[config.mk]
export PLATFORM = sky130hd
export DESIGN_NAME = clk_switch_ctrl
export DESIGN_NICKNAME = d
export VERILOG_FILES = /design/src/rtl/clk_switch_pkg.sv /design/src/rtl/clk_sw_dncnt.sv /design/src/rtl/clk_switch_ctrl.sv
export SDC_FILE = /design/constraint.sdc
export NUM_CORES = 1
export LEC_CHECK = 0
export ABC_AREA = 1
export BUFFER_PORTS_ARGS = -buffer_cell sky130_fd_sc_hd__buf_2
export CAP_MARGIN = 20
export CORE_MARGIN = 2
export CORE_UTILIZATION = 45
export CTS_BUF_LIST = sky130_fd_sc_hd__clkbuf_2
export CTS_CLUSTER_SIZE = 14
export DETAILED_ROUTE_END_ITERATION = 6
export PLACE_DENSITY = 0.66
export SYNTH_ARGS = -nofsm -noshare
export SYNTH_HDL_FRONTEND = slang
export SYNTH_HIERARCHICAL = 1
export SYNTH_SLANG_ARGS = --single-unit
[constraint.sdc]
create_clock -name clk -period 2.6 [get_ports clk]
set_input_delay 0 -clock clk [delete_from_list [all_inputs] [get_ports clk]]
set_output_delay 0 -clock clk [all_outputs]
set_load 0.03 [all_outputs]
[src/rtl/clk_switch_pkg.sv]
// Shared definitions for the clock-switch sequencer and the clk_mux wrapper.
// Holds the sequencer state encodings and the default gate-off/settle durations.
package clk_switch_pkg;

    localparam logic [1:0] ST_IDLE   = 2'd0;
    localparam logic [1:0] ST_OFF    = 2'd1;
    localparam logic [1:0] ST_SWITCH = 2'd2;
    localparam logic [1:0] ST_SETTLE = 2'd3;

    typedef enum logic [1:0] {
        S_IDLE   = ST_IDLE,
        S_OFF    = ST_OFF,
        S_SWITCH = ST_SWITCH,
        S_SETTLE = ST_SETTLE
    } state_t;

    localparam int DEF_GATE_OFF_CYCLES = 4;
    localparam int DEF_SETTLE_CYCLES   = 4;

endpackage

[src/rtl/clk_sw_dncnt.sv]
// Loadable down-counter with a zero flag; shared by the gate-off and settle waits.
// Load wins over enable, and the count holds at zero.
module clk_sw_dncnt #(
    parameter int CNT_W = 8
) (
    input  logic             clk,
    input  logic             rst,
    input  logic             load,
    input  logic [CNT_W-1:0] load_val,
    input  logic             en,
    output logic             zero
);

    logic [CNT_W-1:0] cnt;

    always_ff @(posedge clk or posedge rst) begin
        if (rst) begin
            cnt <= '0;
        end else if (load) begin
            cnt <= load_val;
        end else if (en && (cnt != '0)) begin
            cnt <= cnt - 1'b1;
        end
    end

    assign zero = (cnt == '0);

endmodule

[src/rtl/clk_switch_ctrl.sv]
// Clock-switch sequencer: gates the muxed clock off, moves clk_mux sel, waits
// for the new source to settle, then reopens the gate. Runs on an always-on clock.
module clk_switch_ctrl
    import clk_switch_pkg::*;
#(
    parameter int NUM_INPUTS      = 2,
    parameter int SEL_W           = (NUM_INPUTS > 1) ? $clog2(NUM_INPUTS) : 1,
    parameter int DEFAULT_SEL     = 0,
    parameter int GATE_OFF_CYCLES = DEF_GATE_OFF_CYCLES,
    parameter int SETTLE_CYCLES   = DEF_SETTLE_CYCLES,
    parameter int CNT_W           = 8
) (
    input  logic                  clk,
    input  logic                  rst,
    input  logic                  req_valid,
    input  logic [SEL_W-1:0]      req_sel,
    output logic                  req_ready,
    input  logic [NUM_INPUTS-1:0] clk_ok,
    output logic [SEL_W-1:0]      mux_sel,
    output logic                  clk_gate_en,
    output logic                  busy,
    output logic                  done,
    output logic                  err
);

    // Handshake: a request transfers on a clk edge with req_valid && req_ready;
    // req_ready is high only in IDLE and out of reset, and the requester holds
    // req_valid/req_sel stable until the transfer happens.

    state_t           state, state_n;
    logic [SEL_W-1:0] target, target_n;
    logic [SEL_W-1:0] mux_sel_n;
    logic             gate_n, busy_n, done_n, err_n;
    logic             cnt_load, cnt_en, cnt_zero;
    logic [CNT_W-1:0] cnt_val;
    logic             req_ok, target_ok;

    // Out-of-range indices never match a loop index, so they read as unhealthy.
    always_comb begin
        req_ok    = 1'b0;
        target_ok = 1'b0;
        for (int i = 0; i < NUM_INPUTS; i++) begin
            if (req_sel == SEL_W'(i)) req_ok    = clk_ok[i];
            if (target  == SEL_W'(i)) target_ok = clk_ok[i];
        end
    end

    clk_sw_dncnt #(.CNT_W(CNT_W)) u_dncnt (
        .clk      (clk),
        .rst      (rst),
        .load     (cnt_load),
        .load_val (cnt_val),
        .en       (cnt_en),
        .zero     (cnt_zero)
    );

    always_ff @(posedge clk or posedge rst) begin
        if (rst) begin
            state       <= S_IDLE;
            target      <= SEL_W'(DEFAULT_SEL);
            mux_sel     <= SEL_W'(DEFAULT_SEL);
            clk_gate_en <= 1'b1;
            busy        <= 1'b0;
            done        <= 1'b0;
            err         <= 1'b0;
        end else begin
            state       <= state_n;
            target      <= target_n;
            mux_sel     <= mux_sel_n;
            clk_gate_en <= gate_n;
            busy        <= busy_n;
            done        <= done_n;
            err         <= err_n;
        end
    end

    always_comb begin
        state_n   = state;
        target_n  = target;
        mux_sel_n = mux_sel;
        gate_n    = clk_gate_en;
        busy_n    = busy;
        done_n    = 1'b0;
        err_n     = 1'b0;
        cnt_load  = 1'b0;
        cnt_val   = '0;
        cnt_en    = 1'b0;
        case (state)
            S_IDLE: begin
                if (req_valid) begin
                    if (!req_ok) begin
                        err_n = 1'b1;
                    end else if (req_sel == mux_sel) begin
                        done_n = 1'b1;
                    end else begin
                        target_n = req_sel;
                        state_n  = S_OFF;
                        gate_n   = 1'b0;
                        busy_n   = 1'b1;
                        cnt_load = 1'b1;
                        cnt_val  = CNT_W'(GATE_OFF_CYCLES - 1);
                    end
                end
            end
            S_OFF: begin
                // Losing the target clock while still gated off aborts cleanly.
                if (!target_ok) begin
                    state_n = S_IDLE;
                    gate_n  = 1'b1;
                    busy_n  = 1'b0;
                    err_n   = 1'b1;
                end else if (cnt_zero) begin
                    state_n   = S_SWITCH;
                    mux_sel_n = target;
                end else begin
                    cnt_en = 1'b1;
                end
            end
            S_SWITCH: begin
                state_n  = S_SETTLE;
                cnt_load = 1'b1;
                cnt_val  = CNT_W'(SETTLE_CYCLES - 1);
            end
            S_SETTLE: begin
                if (cnt_zero) begin
                    state_n = S_IDLE;
                    gate_n  = 1'b1;
                    busy_n  = 1'b0;
                    done_n  = 1'b1;
                end else begin
                    cnt_en = 1'b1;
                end
            end
            default: begin
                state_n = S_IDLE;
            end
        endcase
    end

    assign req_ready = (state == S_IDLE) && !rst;

endmodule

# Yosys cells after proc, flatten, opt, wreduce, memory -nomap -nowiden
# Cells that the tools add are included.
[classes] n_mux=43 n_reduce_logical=12 n_bitwise=1 addsub=1 n_eq_ne=10
[op_table] operator="1-bit two-way mux" n=24
[op_table] operator="2-bit two-way mux" n=9
[op_table] operator="8-bit two-way mux" n=2
[op_table] operator="2-bit inequality test, second input constant" n=5
[op_table] operator="8-bit logical NOT" n=1
[op_table] operator="1-bit case mux with 2 select lines" n=4
[op_table] operator="2-bit case mux with 4 select lines" n=1
[op_table] operator="8-bit nonzero test" n=1
[op_table] operator="8-bit by 1-bit subtractor with 8-bit output, second input constant" n=1
[op_table] operator="1-bit case mux with 3 select lines" n=2
[op_table] operator="6-bit AND reduction" n=1
[op_table] operator="5-bit AND reduction" n=1
[op_table] operator="2-bit == test, second input constant" n=2
[op_table] operator="2-bit case mux with 2 select lines" n=1
[op_table] operator="4-bit AND reduction" n=1
[op_table] operator="3-bit inequality test, second input constant" n=1
[op_table] operator="3-bit AND reduction" n=1
[op_table] operator="3-bit nonzero test" n=1
[op_table] operator="2-bit by 1-bit == test with 1-bit output, second input constant" n=1
[op_table] operator="1-bit logical AND" n=2
[op_table] operator="2-bit logical NOT" n=1
[op_table] operator="2-bit nonzero test" n=1
[op_table] operator="1-bit == test" n=1
[op_table] operator="1-bit logical NOT" n=1
[op_table] operator="1-bit NOT" n=1
[word_totals] in_bits=6 output_inout_bits=6 wordCells=75 reg_bits=16

# Logic depth before layout (Yosys ltp)
[logic_depth] depth_word=7 depth_mapped=11 mapped_depth_nobuf=11

# Modules after synthesis
# The synthesis kept the hierarchy.
[by_module_without_submodules] module="clk_sw_dncnt" cells_per_inst=91 seq_area_each_um2=200.2 area_per_inst_um2=633.1 n_inst=1
[by_module_without_submodules] module="clk_switch_ctrl" cells_per_inst=81 seq_area_each_um2=201.4 area_per_inst_um2=633.1 n_inst=1

# Worst setup path before layout
# No wires, ideal clock.
[synth_path] path_kind="reg-to-reg" from="register mux_sel" to="register u_dncnt.cnt[1]" n_path_buf=1 arrival_ps=1645 path_stages_with_launch=10 t_required_ps=2482 setup_time_ps=118 slack_ps=836 synth_period_minus_slack_ps=1764 cell_sequence="dfrtp_1 > inv_1 > nand2_1 > nand2_1 > nand3_1 > o21ai_0 > clkbuf_1 > o21ai_0 > nand2_1 > o21ai_2"
[synth_via] elab_chain_cells=6 word_cells_on_any_way=11 cone_classes="1 x eq/ne; 9 x mux; 1 x reduce/logical"
[synth_rtl] item="start, declared" line_no="clk_switch_ctrl.sv:19" text="output logic [SEL_W-1:0] mux_sel,"
[synth_rtl] item="start signal, assigned" line_no="clk_switch_ctrl.sv:61" text="mux_sel <= SEL_W'(DEFAULT_SEL);"
[synth_rtl] item="start signal, assigned" line_no="clk_switch_ctrl.sv:69" text="mux_sel <= mux_sel_n;"
[synth_rtl] item="1-bit == test *" line_no="clk_switch_ctrl.sv:93" text="end else if (req_sel == mux_sel) begin"
[synth_rtl] item="1-bit two-way mux *" line_no="clk_switch_ctrl.sv:93"
[synth_rtl] item="1-bit two-way mux *" line_no="clk_switch_ctrl.sv:91" text="if (!req_ok) begin"
[synth_rtl] item="1-bit two-way mux *" line_no="clk_switch_ctrl.sv:90" text="if (req_valid) begin"
[synth_rtl] item="1-bit case mux with 2 select lines *" line_no="clk_switch_ctrl.sv:88" text="case (state)"
[synth_rtl] item="named net cnt_load" line_no="clk_switch_ctrl.sv:34" text="logic cnt_load, cnt_en, cnt_zero;"
[synth_rtl] item="8-bit two-way mux or 2-bit nonzero test (tied branches)"
[synth_rtl] item="end signal, assigned" line_no="clk_sw_dncnt.sv:20" text="cnt <= load_val;"
[synth_rtl] item="end signal, assigned" line_no="clk_sw_dncnt.sv:22" text="cnt <= cnt - 1'b1;"
[synth_rtl] item="end, declared" line_no="clk_sw_dncnt.sv:14" text="logic [CNT_W-1:0] cnt;"
# Mark *: on every way through the listed nets, which the timed path passes. The rest lies on a longest branch.
# A chain may end at the register's enable or synchronous reset.

# Final worst setup path
[layout_path] from="register state[0]" to="register u_dncnt.cnt[5]"
[layout_via] word_cells_on_any_way=9 cone_classes="3 x eq/ne; 3 x mux; 3 x reduce/logical"
[layout_lines] item="start, declared" line_no="clk_switch_ctrl.sv:30" text="state_t state, state_n;"
[layout_lines] item="start signal, assigned" line_no="clk_switch_ctrl.sv:67" text="state <= state_n;"
[layout_lines] item="2-bit == test or 2-bit logical NOT (tied branches)" line_no="clk_switch_ctrl.sv:88"
[layout_lines] item="1-bit case mux with 2 select lines *" line_no="clk_switch_ctrl.sv:88"
[layout_lines] item="named net cnt_load" line_no="clk_switch_ctrl.sv:34"
[layout_lines] item="8-bit two-way mux or 2-bit nonzero test (tied branches)"
# Marked as above.

==> flow_summary.json <==
{
  "synth_top_area_cell": "sky130_fd_sc_hd__dfrtp_1",
  "synth_edf_count": 0,
  "timing_max_transition_violations_final": 0,
  "crit_required_ps": 2810,
  "synth.avg_cell_area_sq_um": 7.36,
  "rsz0062_at_grt": "no",
  "yosys-top-cells-area": "sky130_fd_sc_hd__dfrtp_1 30%, sky130_fd_sc_hd__nand2_1 15%, sky130_fd_sc_hd__ha_1 7.9%",
  "synth.top_cell.area_share": 0.296,
  "clock_tree.buffer_depth": 2,
  "grt_max_degree": 15,
  "routed_wire_length_per_instance_um": 11.5,
  "final_period_minus_worst_setup_slack_ps": 2020,
  "vias": 1121,
  "max-vdd-ir-drop_mv": 0.644,
  "initial_core_util": 0.467,
  "total_of_buffers_placed_on_input_and_output_ports": 11,
  "critical_path.max_fanout": 14,
  "layout.cells.non_filler": 226,
  "grt_usage": 0.182,
  "final_util": 0.530,
  "die_w_um": 57.0,
  "placement_rows": 19,
  "post-route-worst-setup-slack_ps": 582,
  "postRouteAntennaNets": 0,
  "synthesis.yosys.warnings": 6,
  "layout.nets": 210,
  "power_mw": 1.82,
  "cts_htree_levels": 1,
  "netlist_area_sq_mm": 0.00127,
  "routed_wl_mm": 2.59,
  "grt_overflow": 0,
  "drive_gt1_frac": 0.231,
  "leakage_nw": 0.752,
  "pwr_density_cell_mw_per_mm2": 1270,
  "clock_slew_at_reported_path_ffs_ps": 170,
  "cts_tree": "yes",
  "cts_inserted_buffers": 3,
  "die_h_um": 57.0,
  "finClkSkew_ps": 10.7,
  "flow.area_growth_from_synthesis_pct": 13.4,
  "postCtsResizedCells": 0,
  "clock_tree_root": "sky130_fd_sc_hd__clkbuf_2",
  "postSynthRegisterBits": 16,
  "floorplan.core_area_sq_mm": 0.00271,
  "async_flop_share": 1.00,
  "synth-main-ff-cell": "sky130_fd_sc_hd__dfrtp_1",
  "fmaxAchievable_mhz": 495,
  "antenna-diode-count": 0,
  "post-place-cells": 218,
  "crit_arrival_ps": 2230,
  "setup.worst_path.end_class": "flip-flop",
  "pin_count": 12,
  "gp_congestion": 0.879,
  "timing_worst_setup_path_type": "flip-flop to flip-flop",
  "cts.sinks": 16,
  "totalNegativeSetupSlack_ps": 0,
  "vias_per_cell": 4.96,
  "worstSetupStartpointType": "flip-flop",
  "first_global_vias": 1130,
  "hold_slack_ps": 37.6,
  "setup_violations": 0,
  "starting_drt_drc_count": 34,
  "final-hold-violation-count": 0,
  "post_synthesis_cell_type_count": 28,
  "die-area_sq_mm": 0.00325,
  "placement.setup.worst_slack_ps": 610,
  "grt_first_pass_wirelength_mm": 4.70,
  "clock_insertion_delay_worst_skew_ps": 300,
  "detailedRoute.firstPassIterationCount": 4,
  "yosysSeqAreaShare": 0.317,
  "syn_inst": 172,
  "number_of_drc_violations_after_detailed_routing": 0,
  "placed_cell_area_sq_mm": 0.00138,
  "maxCapViolCount": 0,
  "antenna_found_initial": 0,
  "final_min_period_over_clock_period": 0.776,
  "run_status": "finished, final reports clean",
  "detailed_placer_s_ending_hpwl_mm": 2.02,
  "layout.cell_area.non_filler_sq_mm": 0.00144,
  "hold_class": "primary input to flip-flop"
}
[Yosys cell counts, types with 2 or more instances]
| master | number |
|---|---|
| sky130_fd_sc_hd__nand3_2 | 4 |
| sky130_fd_sc_hd__nand2_1 | 49 |
| sky130_fd_sc_hd__nand4_1 | 2 |
| sky130_fd_sc_hd__xnor2_1 | 2 |
| sky130_fd_sc_hd__nand2_2 | 3 |
| sky130_fd_sc_hd__nand3_1 | 19 |
| sky130_fd_sc_hd__o21ai_0 | 7 |
| sky130_fd_sc_hd__nor2_4 | 5 |
| sky130_fd_sc_hd__nor2_1 | 9 |
| sky130_fd_sc_hd__dfrtp_1 | 15 |
| sky130_fd_sc_hd__o21ai_2 | 3 |
| sky130_fd_sc_hd__inv_2 | 6 |
| sky130_fd_sc_hd__ha_1 | 8 |
| sky130_fd_sc_hd__nand2_4 | 5 |
| sky130_fd_sc_hd__inv_1 | 19 |
| sky130_fd_sc_hd__o21ai_1 | 3 |
| sky130_fd_sc_hd__a21oi_1 | 2 |
[registers in the layout, indices dropped and copies added (netlist names), named ones only]
name	cells
state	1
busy	1
target	1
err	1
u_dncnt/cnt	8
mux_sel	1
clk_gate_en	1
done	1
[critical path, stage by stage, from the launching register on]
cell and delay (ps):
sky130_fd_sc_hd__dfrtp_1 480, sky130_fd_sc_hd__inv_1 140, sky130_fd_sc_hd__ha_1 210, sky130_fd_sc_hd__inv_1 60, sky130_fd_sc_hd__o21ai_0 180, sky130_fd_sc_hd__buf_4 220, sky130_fd_sc_hd__inv_1 200, sky130_fd_sc_hd__or2_2 340
sky130_fd_sc_hd__nand3_2 70, sky130_fd_sc_hd__nand2_1 50
[final cells by class]
type	instances	area (sq um)
inverter	25	93.8
clock buffer	3	15.0
multi-input combinational	134	781
fill	265	1270
tap	31	38.8
sequential	16	402
timing repair buffer	16	103
clock inverter	1	3.75
[logic make-up (layout without fill, tap and decap cells)]
logic type / after synthesis / in the layout / share of synthesized area
other: 1 / 6 / 0.00296
flip-flops: 16 / 16 / 0.317
XOR/XNOR: 2 / 2 / 0.0138
AND/OR/NAND/NOR: 101 / 101 / 0.420
buffers and inverters: 27 / 45 / 0.0810
AO/OA/AOI/OAI: 17 / 17 / 0.0860
adder cells (fa/ha/maj): 8 / 8 / 0.0791
[final timing paths]
path                             startpoint             end  slack, ps  cells after the start
worst max-delay path               state[0]  u_dncnt/cnt[5]        580                      9
worst min-delay path              clk_ok[0]             err         40                      4
worst max register to register     state[0]  u_dncnt/cnt[5]        580                      9
worst min register to register  clk_gate_en     clk_gate_en        470                      2
max in group asynchronous               rst     clk_gate_en       2110                      3
min in group asynchronous               rst  u_dncnt/cnt[0]        180                      3
[where the power goes]
| part | internal [mW] | switching [mW] | total, mW |
|---|---|---|---|
| clock network | 0.0334 | 0.0825 | 0.116 |
| registers | 0.369 | 0.115 | 0.484 |
| logic | 0.437 | 0.784 | 1.22 |
[placed cells by master, fill, tap and decap left out, drive strengths merged]
cell type | synthesis | routed
a21oi | 2 | 2
buf | 1 | 12
clkbuf | 1 | 3
clkinv | 0 | 1
conb | 1 | 6
dfrtp | 15 | 15
dfstp | 1 | 1
dlygate4sd3 | 0 | 4
ha | 8 | 8
inv | 25 | 25
nand2 | 57 | 57
nand3 | 23 | 23
nand3b | 1 | 1
nand4 | 2 | 2
nor2 | 14 | 14
nor3 | 2 | 2
o21ai | 14 | 14
o22ai | 1 | 1
or2 | 2 | 2
xnor2 | 2 | 2
[repair_timing]
| action | CTS | global route |
|---|---|---|
| hold endpoints to repair | 19 | 0 |
| buffers inserted | 0 | 0 |
| hold buffers | 4 | 0 |
[routing by layer]
metal,part of all wire,GRT usage
met1,0.45,0.208
met2,0.51,0.340
met3,0.024,0.0204
met4,0.021,0.0797
met5,0,0
Note: power is estimated with default switching activity, not from simulation.
